<file path="src/rtl/uart_pkg.sv">
// ----------------------------------------------------------------------------
// uart_pkg
//   Shared definitions for the UART blocks: board clock and baud constants
//   (also used by uart_rx / uart_tx instantiations), the transmit-queue state
//   encoding and its acknowledge guard timeout.
// ----------------------------------------------------------------------------
package uart_pkg;

    localparam int CLK_FREQ = 12_000_000;
    localparam int BAUD     = 9_600;

    // Cycles the transmit queue waits for tx_busy to rise before giving up.
    localparam int TXQ_ACK_TIMEOUT = 4;
    localparam int TXQ_GUARD_W     = $clog2(TXQ_ACK_TIMEOUT);

    typedef enum logic [1:0] {
        TXQ_IDLE,
        TXQ_START,
        TXQ_WAIT_ACK,
        TXQ_WAIT_DONE
    } txq_state_t;

endpackage

</file>
<file path="src/rtl/sync_fifo.sv">
// ----------------------------------------------------------------------------
// sync_fifo
//   Single-clock FIFO with show-ahead read: rd_data always presents the head
//   entry, rd_en consumes it. Occupancy is tracked by an explicit counter so
//   full/empty never depend on pointer equality.
//
//   clk      in   system clock
//   rst      in   synchronous reset, active-high
//   wr_en    in   enqueue wr_data (ignored while full)
//   wr_data  in   WIDTH-bit entry
//   rd_en    in   dequeue the head (ignored while empty)
//   rd_data  out  head entry, valid while !empty
//   full     out  FIFO holds DEPTH entries
//   empty    out  FIFO holds no entries
//   count    out  occupancy, 0..DEPTH
// ----------------------------------------------------------------------------
module sync_fifo #(
    parameter  int DEPTH  = 16,
    parameter  int WIDTH  = 8,
    localparam int ADDR_W = $clog2(DEPTH)
) (
    input  logic              clk,
    input  logic              rst,
    input  logic              wr_en,
    input  logic [WIDTH-1:0]  wr_data,
    input  logic              rd_en,
    output logic [WIDTH-1:0]  rd_data,
    output logic              full,
    output logic              empty,
    output logic [ADDR_W:0]   count
);

    localparam logic [ADDR_W:0] FULL_COUNT = (ADDR_W + 1)'(DEPTH);

    logic [WIDTH-1:0]  mem_q [DEPTH];
    logic [ADDR_W-1:0] wr_ptr_q, wr_ptr_d;
    logic [ADDR_W-1:0] rd_ptr_q, rd_ptr_d;
    logic [ADDR_W:0]   count_q,  count_d;
    logic              do_wr, do_rd;

    assign full  = (count_q == FULL_COUNT);
    assign empty = (count_q == '0);
    assign count = count_q;

    assign do_wr = wr_en && !full;
    assign do_rd = rd_en && !empty;

    // NOTE: every signal assigned in an always_comb block gets a default at
    // the top, so no path can leave it unassigned and infer a latch.
    always_comb begin
        wr_ptr_d = wr_ptr_q;
        rd_ptr_d = rd_ptr_q;
        count_d  = count_q;
        // Pointers are exactly ADDR_W bits wide, so the increment wraps mod DEPTH.
        if (do_wr) wr_ptr_d = wr_ptr_q + 1'b1;
        if (do_rd) rd_ptr_d = rd_ptr_q + 1'b1;
        if (do_wr && !do_rd) begin
            count_d = count_q + 1'b1;
        end else if (!do_wr && do_rd) begin
            count_d = count_q - 1'b1;
        end
    end

    // NOTE: sequential state is updated with non-blocking assignments so every
    // register samples the pre-edge value of every other register.
    always_ff @(posedge clk) begin
        if (rst) begin
            wr_ptr_q <= '0;
            rd_ptr_q <= '0;
            count_q  <= '0;
        end else begin
            wr_ptr_q <= wr_ptr_d;
            rd_ptr_q <= rd_ptr_d;
            count_q  <= count_d;
        end
    end

    // NOTE: the storage array is deliberately not reset; entries are only
    // observable once written, and leaving it reset-free lets it map to RAM.
    always_ff @(posedge clk) begin
        if (do_wr) mem_q[wr_ptr_q] <= wr_data;
    end

    assign rd_data = mem_q[rd_ptr_q];

endmodule

</file>
<file path="src/rtl/uart_tx_queue.sv">
// ----------------------------------------------------------------------------
// uart_tx_queue
//   Transmit front end for uart_tx. Producers write bytes into a sync_fifo; a
//   small FSM pops one byte at a time and runs the tx_start / tx_busy
//   handshake with uart_tx.
//
//   clk       in   system clock
//   rst       in   synchronous reset, active-high
//   wr_en     in   producer write strobe, one byte per cycle
//   wr_data   in   byte to enqueue
//   full      out  FIFO holds DEPTH bytes (combinational)
//   empty     out  FIFO holds no bytes (combinational)
//   count     out  FIFO occupancy, 0..DEPTH
//   overflow  out  sticky: a write was dropped because the FIFO was full
//   idle      out  queue empty, FSM idle and uart_tx not busy (combinational)
//   tx_start  out  one-cycle start pulse to uart_tx
//   tx_data   out  byte for uart_tx, held until the next pop
//   tx_busy   in   uart_tx is shifting a frame out
// ----------------------------------------------------------------------------
module uart_tx_queue
    import uart_pkg::*;
#(
    parameter  int DEPTH  = 16,
    localparam int ADDR_W = $clog2(DEPTH)
) (
    input  logic              clk,
    input  logic              rst,
    input  logic              wr_en,
    input  logic [7:0]        wr_data,
    output logic              full,
    output logic              empty,
    output logic [ADDR_W:0]   count,
    output logic              overflow,
    output logic              idle,
    output logic              tx_start,
    output logic [7:0]        tx_data,
    input  logic              tx_busy
);

    localparam logic [TXQ_GUARD_W-1:0] GUARD_LAST = TXQ_GUARD_W'(TXQ_ACK_TIMEOUT - 1);

    txq_state_t             state_q,    state_d;
    logic                   tx_start_q, tx_start_d;
    logic [7:0]             tx_data_q,  tx_data_d;
    logic [TXQ_GUARD_W-1:0] guard_q,    guard_d;
    logic                   overflow_q, overflow_d;
    logic                   pop;
    logic [7:0]             head;

    sync_fifo #(
        .DEPTH (DEPTH),
        .WIDTH (8)
    ) u_fifo (
        .clk     (clk),
        .rst     (rst),
        .wr_en   (wr_en),
        .wr_data (wr_data),
        .rd_en   (pop),
        .rd_data (head),
        .full    (full),
        .empty   (empty),
        .count   (count)
    );

    always_comb begin
        state_d    = state_q;
        tx_start_d = 1'b0;
        tx_data_d  = tx_data_q;
        guard_d    = guard_q;
        pop        = 1'b0;
        // full is the pre-edge value, so a write while full is lost even if a
        // pop frees a slot on the same edge.
        overflow_d = overflow_q | (wr_en & full);

        case (state_q)
            TXQ_IDLE: begin
                // Waiting for !tx_busy also covers a reset taken mid-frame:
                // uart_tx finishes that frame before we start another.
                if (!empty && !tx_busy) begin
                    state_d    = TXQ_START;
                    tx_start_d = 1'b1;
                    tx_data_d  = head;
                    pop        = 1'b1;
                end
            end
            TXQ_START: begin
                state_d = TXQ_WAIT_ACK;
                guard_d = '0;
            end
            TXQ_WAIT_ACK: begin
                // A uart_tx that never raises busy (or finishes instantly)
                // must not hang the queue.
                if (tx_busy) begin
                    state_d = TXQ_WAIT_DONE;
                end else if (guard_q == GUARD_LAST) begin
                    state_d = TXQ_IDLE;
                end else begin
                    guard_d = guard_q + 1'b1;
                end
            end
            TXQ_WAIT_DONE: begin
                if (!tx_busy) state_d = TXQ_IDLE;
            end
            default: state_d = TXQ_IDLE;
        endcase
    end

    always_ff @(posedge clk) begin
        if (rst) begin
            state_q    <= TXQ_IDLE;
            tx_start_q <= 1'b0;
            tx_data_q  <= 8'h00;
            guard_q    <= '0;
            overflow_q <= 1'b0;
        end else begin
            state_q    <= state_d;
            tx_start_q <= tx_start_d;
            tx_data_q  <= tx_data_d;
            guard_q    <= guard_d;
            overflow_q <= overflow_d;
        end
    end

    assign tx_start = tx_start_q;
    assign tx_data  = tx_data_q;
    assign overflow = overflow_q;
    assign idle     = empty && (state_q == TXQ_IDLE) && !tx_busy;

endmodule
</file>
<file path="config.mk">
export PLATFORM = sky130hd
export DESIGN_NAME = uart_tx_queue
export DESIGN_NICKNAME = d
export VERILOG_FILES = /design/src/rtl/uart_pkg.sv /design/src/rtl/sync_fifo.sv /design/src/rtl/uart_tx_queue.sv
export SDC_FILE = /design/constraint.sdc
export NUM_CORES = 1
export LEC_CHECK = 0
export ABC_AREA = 0
export CAP_MARGIN = 30
export CORE_MARGIN = 1.5
export CORE_UTILIZATION = 60
export DETAILED_ROUTE_END_ITERATION = 10
export GPL_TIMING_DRIVEN = 0
export PLACE_DENSITY_LB_ADDON = 0.25
export SLEW_MARGIN = 20
export SYNTH_ARGS = -nofsm -noshare
export SYNTH_HDL_FRONTEND = slang
export SYNTH_HIERARCHICAL = 1
export SYNTH_SLANG_ARGS = --single-unit
</file>
<file path="constraint.sdc">
create_clock -name clk -period 8.3 [get_ports clk]
set_input_delay 0.83 -clock clk [delete_from_list [all_inputs] [get_ports clk]]
set_output_delay 0.83 -clock clk [all_outputs]
set_load 0.01 [all_outputs]
</file>
# Yosys cells after proc, flatten, opt, wreduce, memory -nomap -nowiden
# Memory sizes are Yosys's and may differ from the RTL's. A register that Yosys moved wholly into a read port is not among the register bits.
# Index checks and enable logic that the tools add are counted.
[classes]
add_sub_neg = 5
mul = 0
div_mod_pow = 0
magnitude_cmp = 0
eq_ne = 10
n_shift = 0
muxes = 14
bitwise = 2
n_reduce_logical = 19
[op_table]
columns = ["op", "count"]
rows = [
  ["two-way mux 2 bit", 6],
  ["two-way mux 5 bit", 2],
  ["adder 4 x 1 -> 4 bit (second input constant)", 2],
  ["!= test 2 bit (second input constant)", 4],
  ["case mux 2 bit (4 select lines)", 1],
  ["logical AND 1 bit", 7],
  ["== test 2 bit (second input constant)", 3],
  ["AND reduction 3 bit", 2],
  ["adder 5 x 1 -> 5 bit (second input constant)", 1],
  ["== test 5 bit (second input constant)", 1],
  ["zero test 1 bit", 5],
  ["zero test 5 bit", 1],
  ["subtractor 5 x 1 -> 5 bit (second input constant)", 1],
  ["two-way mux 1 bit", 4],
  ["case mux 2 bit (2 select lines)", 1],
  ["nonzero test 2 bit", 2],
  ["!= test 3 bit (second input constant)", 1],
  ["adder 2 x 1 -> 2 bit (second input constant)", 1],
  ["== test 2 x 1 -> 1 bit (second input constant)", 1],
  ["zero test 2 bit", 1],
  ["AND reduction 2 bit", 1],
  ["bitwise AND 1 bit", 1],
  ["bitwise OR 1 bit", 1],
]
[totals]
reg_bits = 19
latch_bits = 0
ramBits = 128
rom_bits = 0
input_bits = 12
wordCells = 58
mem_count = 1
[mem_list]
columns = ["memory", "words", "word_bits", "rd", "rd_clocked_by_memory_dff", "wr", "line_no", "text"]
rows = [
  ["u_fifo.mem_q", 16, 8, 1, 1, 1, "sync_fifo.sv:35", "logic [WIDTH-1:0] mem_q [DEPTH];"],
]

# Longest topological paths before layout
[logic_depth]
depth_word = 9
mapped_depth = 13

# By module
# Netlist, hierarchy kept.
[by_module_without_submodules]
columns = ["mod", "n_inst", "cells_per_inst", "area_each_um2", "seq_area_each_um2"]
rows = [
  ["sync_fifo", 1, 312, 5781.8, 4184.0],
  ["uart_tx_queue", 1, 64, 568.0, 280.3],
]

# Worst setup path after synthesis
# No wires, ideal clock.
[synth_path]
kind = "reg2reg"
start = "register u_fifo.count_q[0] (netlist: u_fifo/count[0])"
end = "register u_fifo.count_q[4] (netlist: u_fifo/count[4])"
t_arrival_ps = 2991
setup_slack_ps = 5188
stages_incl_launch_ff = 14
n_path_buf = 1
period_less_slack_ps = 3112
path_cell_list = "dfxtp_1 or4_1 buf_6 nor2_1 or4_4 clkinv_4 o21ai_2 ha_1 inv_1 fa_1 nand3_1 a211oi_1 a31oi_1 mux2_2"
[synth_via]
elab_chain_len = 9
word_cells_on_any_way = 18
classes_between = "add/sub: 2; eq/ne: 1; mux: 4; reduce/logical: 11"
[synth_rtl]
columns = ["element", "line_no", "text"]
rows = [
  ["start, declared", "sync_fifo.sv:38", "logic [ADDR_W:0] count_q, count_d;"],
  ["start signal, assigned", "sync_fifo.sv:74", "count_q <= count_d;"],
  ["zero test 5 bit (*)", "sync_fifo.sv:42", "assign empty = (count_q == '0);"],
  ["net empty", "uart_tx_queue.sv:31", "output logic empty,"],
  ["zero test 1 bit (*)", "uart_tx_queue.sv:79", "if (!empty && !tx_busy) begin"],
  ["logical AND 1 bit (*)", "uart_tx_queue.sv:79", ""],
  ["two-way mux 1 bit (*)", "uart_tx_queue.sv:79", ""],
  ["two-way mux 1 bit (*)", "uart_tx_queue.sv:75", "case (state_q)"],
  ["net pop", "uart_tx_queue.sv:47", "logic pop;"],
  ["logical AND 1 bit (*)", "sync_fifo.sv:46", "assign do_rd = rd_en && !empty;"],
  ["zero test 1 bit", "sync_fifo.sv:57", "if (do_wr && !do_rd) begin"],
  ["logical AND 1 bit", "sync_fifo.sv:57", ""],
  ["two-way mux 5 bit or nonzero test 2 bit (tied branches)", "-", ""],
]
# The timed path passes the listed nets; every way through them passes the cells marked *. The select of a mux whose other input is x is not followed.
# A chain may end at the register's enable or synchronous reset.

# Worst setup path in the final report
[layout_path]
start = "register u_fifo.count_q[0] (netlist: u_fifo/count[0])"
end = "output idle"
[layout_via]
elab_chain_len = 3
[layout_rtl]
columns = ["element", "line_no", "text"]
rows = [
  ["zero test 5 bit", "sync_fifo.sv:42", ""],
  ["logical AND 1 bit (2 in a row)", "uart_tx_queue.sv:127", "assign idle = empty && (state_q == TXQ_IDLE) && !tx_busy;"],
  ["end, declared", "uart_tx_queue.sv:34", "output logic idle,"],
]
# Every way passes these cells.

==> metrics.cfg <==
[timing]
timing.final.crit_share=0.423
tns_ns=0
hold_viol_final=0
max_freq_mhz=285
grt_setup_unrepaired=false
hold_ws_ns=0.460
setup_violations=0
worst_pin_slew_ns=0.945
fin_skew_ns=0.00882
min_period_ns=3.51
fin_ws_ns=4.79
maxSlewHeadroom=0.368
final_max_slew_viol_count=0

[clock_network]
clock_path_buffers=2
root_buffer=clkbuf_8
clock_sinks=159
cts_tree=done
numCtsBuffers=17
post_cts_buffers=0
postCtsHoldBufs=0
cts.htree.levels=4
clk_pin_slew_ns=0.06
clock_latency_ns=0.53
cts_resized=0

[critical_path]
critPathArrivalTime_ns=2.68
worstSetupPathType=flip-flop to output pin
end_kind=output pin
crit_fanout=7
worstSetupStartpointType=flip-flop
crit_required_ns=7.47

[synthesis]
synth_top_area_share=0.605
synth_nets=399
synthCells=376
synth_area_sq_um=6350
yosysUniqueCellTypes=47
async_flop_share=0
synth_common_cells=edfxtp_1 (128), mux4_2 (32), dfxtp_1 (31), nor2_1 (29), nand2_1 (27)
synth_top_area_cell=edfxtp_1
synth-seq-cells=159
synth_most_common_cell=edfxtp_1
yosys_warnings=6
syn_avg_cell_area_sq_um=16.9
ys.flop_type=edfxtp_1
ys_top_cells_by_area=edfxtp_1 (61%), mux4_2 (11%), dfxtp_1 (9.8%)
synth_edf_count=128
synth_seq_area_share=0.703

[cells_and_area]
fillers=652
drive_gt1_frac=0.211
synthToLayoutAreaGrowth_pct=18.8
fin_area_sq_um=7540
seq_area_sq_um=4460
post-route-util=0.734
diodes=0
multi_input_area_sq_um=1770
nets=451

[floorplanning]
num_rows=37
start_util=0.618
core-area_sq_um=10300
die_y_microns=106
fp.dieW_microns=106
ios=30
dieArea_sq_um=11200

[run]
cap_violations=0

[detailed_routing]
dr.pass1.iters=5
drt_iter0_drc=311
wl_per_cell_microns=22.3
drc_errors=0
ant_nets=0
vias_per_cell=6.06
vias=3498
postRouteWirelength_microns=12900

[placement]
placedInstanceArea_sq_um=6870
preCtsSetupSlack_ns=4.57
hpwlAfterDp_microns=8100
io_buffers=29
routabilityCongestion=0.894

[power_and_ir_drop]
ir_drop_mv=0.199
p_leak_uw=0.00252
power.density_nw_per_um2=301

[global_routing]
grt_first_pass_wirelength_microns=19700
antenna_found_initial=0
grtUsageTotal=0.250
grt_pass1_vias=3524
overflow=0
grt_max_degree=17

[status]
status=finished, final reports clean

[hold_path]
hp-class=flip-flop to flip-flop

[critical path: stages, from the launching register on]
cell and delay (ns):
dfxtp_1 0.38, or4_1 0.56, buf_6 0.16, nor2_1 0.20, nor4b_1 0.26, clkdlybuf4s50_1 0.59
[layout make-up]
class,count,share of cell area
Tap cell,136,0.0226
Clock buffer,18,0.0554
Inverter,10,0.00597
Multi-Input combinational cell,188,0.234
Clock inverter,14,0.0347
Buffer,19,0.0133
Sequential cell,159,0.592
Timing Repair Buffer,33,0.0425
[through the flow]
stage                     total power (uW)  std cells
after detailed placement              1390        545
after floorplan                       1240        376
after global routing                  2360        577
final                                 2270        577
after CTS                             2280        577
after global placement                1380        541
[routing by layer]
metal / vias to the layer above / part of all wire / track usage
met4: 0 / 0.024 / 0.105
li1: 1563 / - / -
met2: 129 / 0.50 / 0.397
met3: 23 / 0.059 / 0.0606
met5: - / 0 / 0
met1: 1783 / 0.42 / 0.333
[cell usage in the layout, fill, tap and decap left out, types with 3 or more instances in the layout]
cell,n
nand2_1,27
mux4_2,32
edfxtp_1,128
nor2_1,29
buf_2,5
nor4_2,4
dfxtp_1,31
buf_4,4
and2_1,9
xor2_1,5
o211ai_1,3
bufinv_16,7
clkdlybuf4s50_1,29
a21oi_1,13
inv_1,8
ha_1,10
clkbuf_1,10
mux2i_1,3
a22oi_1,16
clkbuf_16,16
clkinv_4,3
buf_6,3
[flip-flops by register name, indices dropped and copies added (netlist names), named ones only]
register / count
tx_start: 1
u_fifo/rd_ptr_q: 4
u_fifo/wr_ptr_q: 4
overflow: 1
u_fifo/count: 5
u_fifo/mem_q: 128
guard_q: 2
tx_data: 8
state_q: 2
[path summary, 6_finish.rpt]
check	start	end	slack, ns	depth (start not counted)
max	u_fifo/count[0]	idle	4.79	5
max reg2reg	u_fifo/count[0]	u_fifo/count[4]	4.97	13
min reg2reg	tx_data[1]	tx_data[1]	0.46	2
min	tx_data[1]	tx_data[1]	0.46	2
[where the power goes]
group / internal, uW / switching [uW] / total (uW) / leakage (uW)
combinational: 206 / 232 / 438 / 0.000789
sequential: 912 / 36.0 / 948 / 0.00141
clock: 580 / 305 / 885 / 0.000325
total: 1700 / 573 / 2270 / 0.00252
[logic make-up (layout without fill, tap and decap cells)]
group / Yosys count / count (layout) / synth area share
compound gates: 44 / 44 / 0.0491
xor+xnor: 8 / 8 / 0.0122
fa+ha+maj: 11 / 11 / 0.0229
buf+inv: 29 / 94 / 0.0229
flops: 159 / 159 / 0.703
mux: 36 / 36 / 0.120
simple gates: 89 / 89 / 0.0700
No activity file was read; power rests on OpenSTA's default activity.
